[src/rtl/hyperbus_pkg.sv]
// hyperbus_pkg: shared types and constants for the HyperBus controller slice.
// - hyper_cfg_t   : live configuration from the register file
// - rule_t        : per-chip address rule, end_addr is non-inclusive
// - split_state_e : state encoding of the transaction splitter
// - WordBytes     : bytes per HyperBus word
package hyperbus_pkg;

  localparam int RegDataWidth = 32;
  localparam int WordBytes    = 2;
  localparam int WordShift    = $clog2(WordBytes);

  typedef struct packed {
    logic [15:0] t_burst_max;            // max words per sub-transfer, 0 means 1
    logic [4:0]  address_mask_msb;       // highest chip-local address bit kept
    logic [3:0]  t_latency_access;
    logic        en_latency_additional;
  } hyper_cfg_t;

  typedef struct packed {
    logic [RegDataWidth-1:0] idx;
    logic [RegDataWidth-1:0] start_addr;
    logic [RegDataWidth-1:0] end_addr;
  } rule_t;

  typedef enum logic [2:0] {
    ST_IDLE   = 3'd0,
    ST_DECODE = 3'd1,
    ST_ISSUE  = 3'd2,
    ST_WAIT   = 3'd3,
    ST_RESP   = 3'd4
  } split_state_e;

  // Chip-select index width, never narrower than one bit.
  function automatic int cs_width(input int n);
    return (n > 1) ? $clog2(n) : 1;
  endfunction

endpackage

[src/rtl/hyperbus_chip_decode.sv]
// hyperbus_chip_decode: combinational chip-select rule match.
// Ports:
// - addr       in   byte address to decode
// - rules      in   NumChips address rules
// - hit        out  some rule contains addr
// - idx        out  chip select of the lowest matching rule
// - start_addr out  start of the matching range
// - end_addr   out  non-inclusive end of the matching range
module hyperbus_chip_decode
  import hyperbus_pkg::*;
#(
  parameter int NumChips  = 2,
  parameter int AddrWidth = 32,
  parameter int CsWidth   = 1
) (
  input  logic [AddrWidth-1:0]  addr,
  input  rule_t [NumChips-1:0]  rules,
  output logic                  hit,
  output logic [CsWidth-1:0]    idx,
  output logic [AddrWidth-1:0]  start_addr,
  output logic [AddrWidth-1:0]  end_addr
);

  logic [NumChips-1:0] match;
  logic [NumChips-1:0] unused_idx_bits;

  generate
    for (genvar gi = 0; gi < NumChips; gi++) begin : g_match
      assign match[gi] = (AddrWidth'(rules[gi].start_addr) <= addr) &&
                         (addr < AddrWidth'(rules[gi].end_addr));
      assign unused_idx_bits[gi] = ^rules[gi].idx[RegDataWidth-1:CsWidth];
    end
  endgenerate

  // Walk from the top so the lowest matching rule wins.
  always_comb begin
    hit        = 1'b0;
    idx        = '0;
    start_addr = '0;
    end_addr   = '0;
    for (int i = NumChips - 1; i >= 0; i--) begin
      if (match[i]) begin
        hit        = 1'b1;
        idx        = rules[i].idx[CsWidth-1:0];
        start_addr = AddrWidth'(rules[i].start_addr);
        end_addr   = AddrWidth'(rules[i].end_addr);
      end
    end
  end

endmodule

[src/rtl/hyperbus_trans_splitter.sv]
// hyperbus_trans_splitter: decodes the target chip of a request and splits it
// into sub-transfers at the burst limit and at chip-end boundaries.
// Ports:
// - clk_i, rst_i                     clock, asynchronous active-high reset
// - cfg_i, chip_rules_i              live config and chip address rules
// - in_valid_i/in_ready_o, in_*      request: byte address, word length, write
// - sub_valid_o/sub_ready_i, sub_*   sub-transfer: chip select, chip offset, words
// - sub_done_i, sub_err_i            sub-transfer completion and error
// - rsp_valid_o/rsp_ready_i, rsp_err_o  per-request response
// - trans_active_o                   busy, locks config writes upstream
module hyperbus_trans_splitter
  import hyperbus_pkg::*;
#(
  parameter int NumChips  = 2,
  parameter int AddrWidth = 32,
  parameter int LenWidth  = 16
) (
  input  logic                         clk_i,
  input  logic                         rst_i,
  input  hyper_cfg_t                   cfg_i,
  input  rule_t [NumChips-1:0]         chip_rules_i,
  input  logic                         in_valid_i,
  output logic                         in_ready_o,
  input  logic [AddrWidth-1:0]         in_addr_i,
  input  logic [LenWidth-1:0]          in_len_i,
  input  logic                         in_write_i,
  output logic                         sub_valid_o,
  input  logic                         sub_ready_i,
  output logic [cs_width(NumChips)-1:0] sub_cs_o,
  output logic [AddrWidth-1:0]         sub_addr_o,
  output logic [LenWidth-1:0]          sub_len_o,
  output logic                         sub_write_o,
  input  logic                         sub_done_i,
  input  logic                         sub_err_i,
  output logic                         rsp_valid_o,
  input  logic                         rsp_ready_i,
  output logic                         rsp_err_o,
  output logic                         trans_active_o
);

  localparam int CsWidth = cs_width(NumChips);

  split_state_e         state;
  logic [AddrWidth-1:0] addr_reg, chip_start_reg, chip_end_reg;
  logic [LenWidth-1:0]  rem_reg, bmax_reg;
  logic [4:0]           msb_reg;
  logic [CsWidth-1:0]   cs_reg;
  logic                 write_reg, err_reg;

  logic                 dec_hit;
  logic [CsWidth-1:0]   dec_idx;
  logic [AddrWidth-1:0] dec_start, dec_end;

  hyperbus_chip_decode #(
    .NumChips (NumChips),
    .AddrWidth(AddrWidth),
    .CsWidth  (CsWidth)
  ) u_decode (
    .addr      (addr_reg),
    .rules     (chip_rules_i),
    .hit       (dec_hit),
    .idx       (dec_idx),
    .start_addr(dec_start),
    .end_addr  (dec_end)
  );

  // Range arithmetic is one bit wider so end - addr and addr + 2*len never alias.
  logic [AddrWidth:0]   dec_span, cur_span, words_wide, addr_sum;
  logic                 dec_short;
  logic [LenWidth-1:0]  words_clamp, len_cur;
  logic [AddrWidth-1:0] mask, offset;

  assign dec_span  = {1'b0, dec_end} - {1'b0, addr_reg};
  // A range with less than one word left at addr cannot carry a sub-transfer.
  assign dec_short = dec_span < (AddrWidth+1)'(WordBytes);

  assign cur_span    = {1'b0, chip_end_reg} - {1'b0, addr_reg};
  assign words_wide  = cur_span >> WordShift;
  assign words_clamp = (|words_wide[AddrWidth:LenWidth]) ? '1 : words_wide[LenWidth-1:0];

  always_comb begin
    len_cur = rem_reg;
    if (bmax_reg < len_cur)    len_cur = bmax_reg;
    if (words_clamp < len_cur) len_cur = words_clamp;
  end

  assign addr_sum = {1'b0, addr_reg} +
                    ({{(AddrWidth+1-LenWidth){1'b0}}, len_cur} << WordShift);

  // Shifting past the top yields 0, so msb = AddrWidth-1 gives an all-ones mask.
  assign mask   = (AddrWidth'(1) << ({1'b0, msb_reg} + 6'd1)) - AddrWidth'(1);
  assign offset = (addr_reg - chip_start_reg) & mask;

  assign in_ready_o     = (state == ST_IDLE);
  assign sub_valid_o    = (state == ST_ISSUE);
  assign sub_cs_o       = sub_valid_o ? cs_reg : '0;
  assign sub_addr_o     = sub_valid_o ? offset : '0;
  assign sub_len_o      = sub_valid_o ? len_cur : '0;
  assign sub_write_o    = sub_valid_o & write_reg;
  assign rsp_valid_o    = (state == ST_RESP);
  assign rsp_err_o      = rsp_valid_o & err_reg;
  assign trans_active_o = (state != ST_IDLE);

  logic unused_inputs;
  assign unused_inputs = ^{in_addr_i[0], cfg_i.t_latency_access, cfg_i.en_latency_additional};

  always_ff @(posedge clk_i or posedge rst_i) begin
    if (rst_i) begin
      state          <= ST_IDLE;
      addr_reg       <= '0;
      chip_start_reg <= '0;
      chip_end_reg   <= '0;
      rem_reg        <= '0;
      bmax_reg       <= '0;
      msb_reg        <= '0;
      cs_reg         <= '0;
      write_reg      <= 1'b0;
      err_reg        <= 1'b0;
    end else begin
      unique case (state)
        ST_IDLE: begin
          if (in_valid_i) begin
            addr_reg  <= {in_addr_i[AddrWidth-1:1], 1'b0};
            rem_reg   <= in_len_i;
            write_reg <= in_write_i;
            bmax_reg  <= (cfg_i.t_burst_max == '0) ? LenWidth'(1) : LenWidth'(cfg_i.t_burst_max);
            msb_reg   <= cfg_i.address_mask_msb;
            err_reg   <= 1'b0;
            state     <= (in_len_i == '0) ? ST_RESP : ST_DECODE;
          end
        end
        ST_DECODE: begin
          if (!dec_hit || dec_short) begin
            err_reg <= 1'b1;
            state   <= ST_RESP;
          end else begin
            cs_reg         <= dec_idx;
            chip_start_reg <= dec_start;
            chip_end_reg   <= dec_end;
            state          <= ST_ISSUE;
          end
        end
        ST_ISSUE: begin
          if (sub_ready_i) state <= ST_WAIT;
        end
        ST_WAIT: begin
          if (sub_done_i) begin
            err_reg  <= err_reg | sub_err_i;
            rem_reg  <= rem_reg - len_cur;
            addr_reg <= addr_sum[AddrWidth-1:0];
            if (rem_reg == len_cur)
              state <= ST_RESP;
            // A carry out also lands here, so wrap-around is re-decoded.
            else if (addr_sum >= {1'b0, chip_end_reg})
              state <= ST_DECODE;
            else
              state <= ST_ISSUE;
          end
        end
        ST_RESP: begin
          if (rsp_ready_i) state <= ST_IDLE;
        end
        default: state <= ST_IDLE;
      endcase
    end
  end

endmodule
[config.mk]
export PLATFORM = sky130hd
export DESIGN_NAME = hyperbus_trans_splitter
export DESIGN_NICKNAME = d
export VERILOG_FILES = /design/src/rtl/hyperbus_pkg.sv /design/src/rtl/hyperbus_chip_decode.sv /design/src/rtl/hyperbus_trans_splitter.sv
export SDC_FILE = /design/constraint.sdc
export NUM_CORES = 1
export LEC_CHECK = 0
export CORE_MARGIN = 8
export CORE_UTILIZATION = 56
export CTS_CLUSTER_SIZE = 16
export DETAILED_ROUTE_END_ITERATION = 16
export PLACE_DENSITY = 0.83
export SLEW_MARGIN = 10
export SYNTH_ARGS = -nofsm -noshare
export SYNTH_HDL_FRONTEND = slang
export SYNTH_HIERARCHICAL = 1
export SYNTH_SLANG_ARGS = --single-unit
[constraint.sdc]
create_clock -name clk_i -period 13.6 [get_ports clk_i]
set_clock_uncertainty 0.05 [all_clocks]
set_input_delay 2.04 -clock clk_i [delete_from_list [all_inputs] [get_ports clk_i]]
set_output_delay 2.04 -clock clk_i [all_outputs]
set_load 0.05 [all_outputs]
==> results.json <==
{
  "port_buffers": 260,
  "coreArea_sq_um": 35100,
  "drive_above_1_share_pct": 7.86,
  "avgRoutedWirePerCell_um": 22.5,
  "ant_nets": 0,
  "synth_cell_types": 92,
  "clockBufferDepth": 2,
  "n_fill_cell": 2952,
  "cts_resized": 0,
  "grt_pass1_vias": 20400,
  "async_flop_share_pct": 100,
  "syn2layout_area_growth_pct": 18.6,
  "synth_seq_area_share_pct": 17.5,
  "vias": 20800,
  "die-height_um": 204,
  "maxSlewHeadroom_pct": 21.7,
  "cp.arrival_ns": 13.14,
  "clkTransAtPathRegs_ns": 0.07,
  "hpwl_mm": 58.4,
  "grt_antenna_before_repair": 1,
  "io_pins": 329,
  "initial_utilization_pct": 56.3,
  "synth.avg_cell_area_sq_um": 7.77,
  "nets": 3351,
  "ys.flop_type": "dfrtp_1",
  "grt_usage_pct": 33.9,
  "finalSetupViolations": 0,
  "cts_root_buffer": "clkbuf_16",
  "yosysWarnings": 6,
  "cts_buffers": 17,
  "clk_latency_ns": 0.46,
  "synthTopCellsByArea": "ha_1 20%, dfrtp_1 17%, mux2_2 6.6%, a21oi_1 5.8%, inv_1 5.2%",
  "core.rowCount": 69,
  "fmax_ghz": 0.0780,
  "finalSetupTns_ns": 0,
  "drv_cap": 0,
  "syn_inst": 2545,
  "postCtsSetupRepairBufs": 0,
  "ctsHoldBuffers": 0,
  "crit_path_end_kind": "flip-flop",
  "htreeDepth": 4,
  "grt_pass1_wl_mm": 112,
  "hold_viol": 0,
  "via_per_inst": 6.43,
  "rsz0062_at_grt": "false",
  "synth_edf_count": 0,
  "regArea_sq_um": 3450,
  "gp_congestion": 1.03,
  "die_w_um": 204,
  "cp_slowest_cell": "nor4bb_4",
  "die-area_sq_um": 41600,
  "synth_seq_cells": 138,
  "cts_tree": "built",
  "firstDrtPassIters": 6,
  "multi_input_area_sq_um": 14900,
  "layout_min_cycle_time_ns": 12.83,
  "remaining_drc_errors": 0,
  "hold_path.class": "reg2reg",
  "grt_max_degree": 87,
  "status": "finished, final reports clean",
  "start_kind": "flip-flop",
  "instances_no_fill": 3235,
  "netlist_area_sq_um": 19800,
  "worst_pin_slew_ns": 1.17,
  "setup_ws_ns": 0.774,
  "wirelength_mm": 72.8,
  "crit_required_ns": 13.91,
  "gr-total-overflow": 0,
  "antenna_cells": 0,
  "detailedPlace.worstSlack_ns": 1.05,
  "worst-setup-path-type": "reg2reg",
  "place_inst": 3203,
  "min_period_over_period_pct": 94.3,
  "worst-path-max-fanout": 28,
  "yosys.area.top_type": "ha_1",
  "maxSlewViolCount": 0,
  "clock_sinks": 138,
  "drtIter0Drc": 1703,
  "hold-worst-slack_ns": 0.456,
  "cpPeakStageDelay_ns": 0.77,
  "synth_top_area_share_pct": 19.7
}
## routing by layer
metal | routed length [um] | track usage [%]
met1 | 30500 | 43.4
met2 | 33600 | 55.8
met3 | 5940 | 5.77
met4 | 2830 | 13.9
met5 | 9 | 0
## cell families (layout without fill, tap and decap cells)
| logic type | count (synthesis) | in the layout | synth area share [%] |
|---|---|---|---|
| compound gates | 672 | 672 | 21.6 |
| xor+xnor | 93 | 93 | 4.12 |
| fa+ha+maj | 316 | 316 | 20.2 |
| buf+inv | 376 | 600 | 7.51 |
| flops | 138 | 138 | 17.5 |
| mux | 165 | 165 | 9.29 |
| other cells | 2 | 7 | 0.0380 |
| simple gates | 783 | 783 | 19.8 |
## cell usage in the layout, fill, tap and decap left out, types with 32 or more instances in the layout
master,count
nor2_1,179
buf_4,32
dfrtp_1,138
inv_1,274
ha_1,311
mux2_2,115
and3_1,53
nand3_1,98
mux2i_1,42
o21ai_0,121
a21oi_1,226
a31oi_1,36
xnor2_1,61
nor3_1,50
clkdlybuf4s50_1,260
nand2_1,183
xor2_1,32
nand4_1,46
a21o_1,69
## worst max-delay path, delay by kind of cell, from the launching register on
family / cells / cell delay [ns]
mux: 1 / 0.38
fa+ha+maj: 5 / 1.55
simple gates: 6 / 1.83
buf+inv: 3 / 0.26
compound gates: 26 / 7.97
flops: 1 / 0.54
xor+xnor: 1 / 0.14
## synthesized netlist by cell type, drive strengths merged (36+ instances only)
library cell / count
ha: 311
inv: 275
a21oi: 232
nand2: 183
nor2: 181
dfrtp: 138
o21ai: 125
mux2: 123
nand3: 98
a21o: 69
clkbuf: 68
xnor2: 61
and3: 53
nor3: 51
nand4: 47
mux2i: 42
a31oi: 36
## path summary, 6_finish.rpt
kind	start	end	slack [ns]	depth (start not counted)
worst max-delay path	addr_reg[3]$_DFFE_PP0P_	state[0]$_DFFE_PP0P_	0.77	42
worst min-delay path	cs_reg$_DFFE_PP0P_	cs_reg$_DFFE_PP0P_	0.46	1
max in group asynchronous	rst_i	chip_end_reg[0]$_DFFE_PP0P_	10.07	3
min in group asynchronous	rst_i	msb_reg[2]$_DFFE_PP0P_	2.09	2
worst min register to register	cs_reg$_DFFE_PP0P_	cs_reg$_DFFE_PP0P_	0.46	1
worst max register to register	addr_reg[3]$_DFFE_PP0P_	state[0]$_DFFE_PP0P_	0.77	42
## per-stage QoR
stage / util (%) / area, sq um
floorplan: - / 19800
global placement: 65.0 / 22800
detailed placement: 65.0 / 22800
CTS: 66.7 / 23400
global route: 66.7 / 23400
finish: 66.7 / 23400
## final cells by class
type                       instances  area share (%)
multi-input combinational       2036            63.7
sequential                       138            14.7
timing repair buffer             292            12.1
inverter                         276            4.44
tap                              461            2.46
clock buffer                      18            1.83
clock inverter                    14           0.694
Power is not shown: default switching activity piles up to over one toggle a cycle in this logic, so the estimate is an artifact.
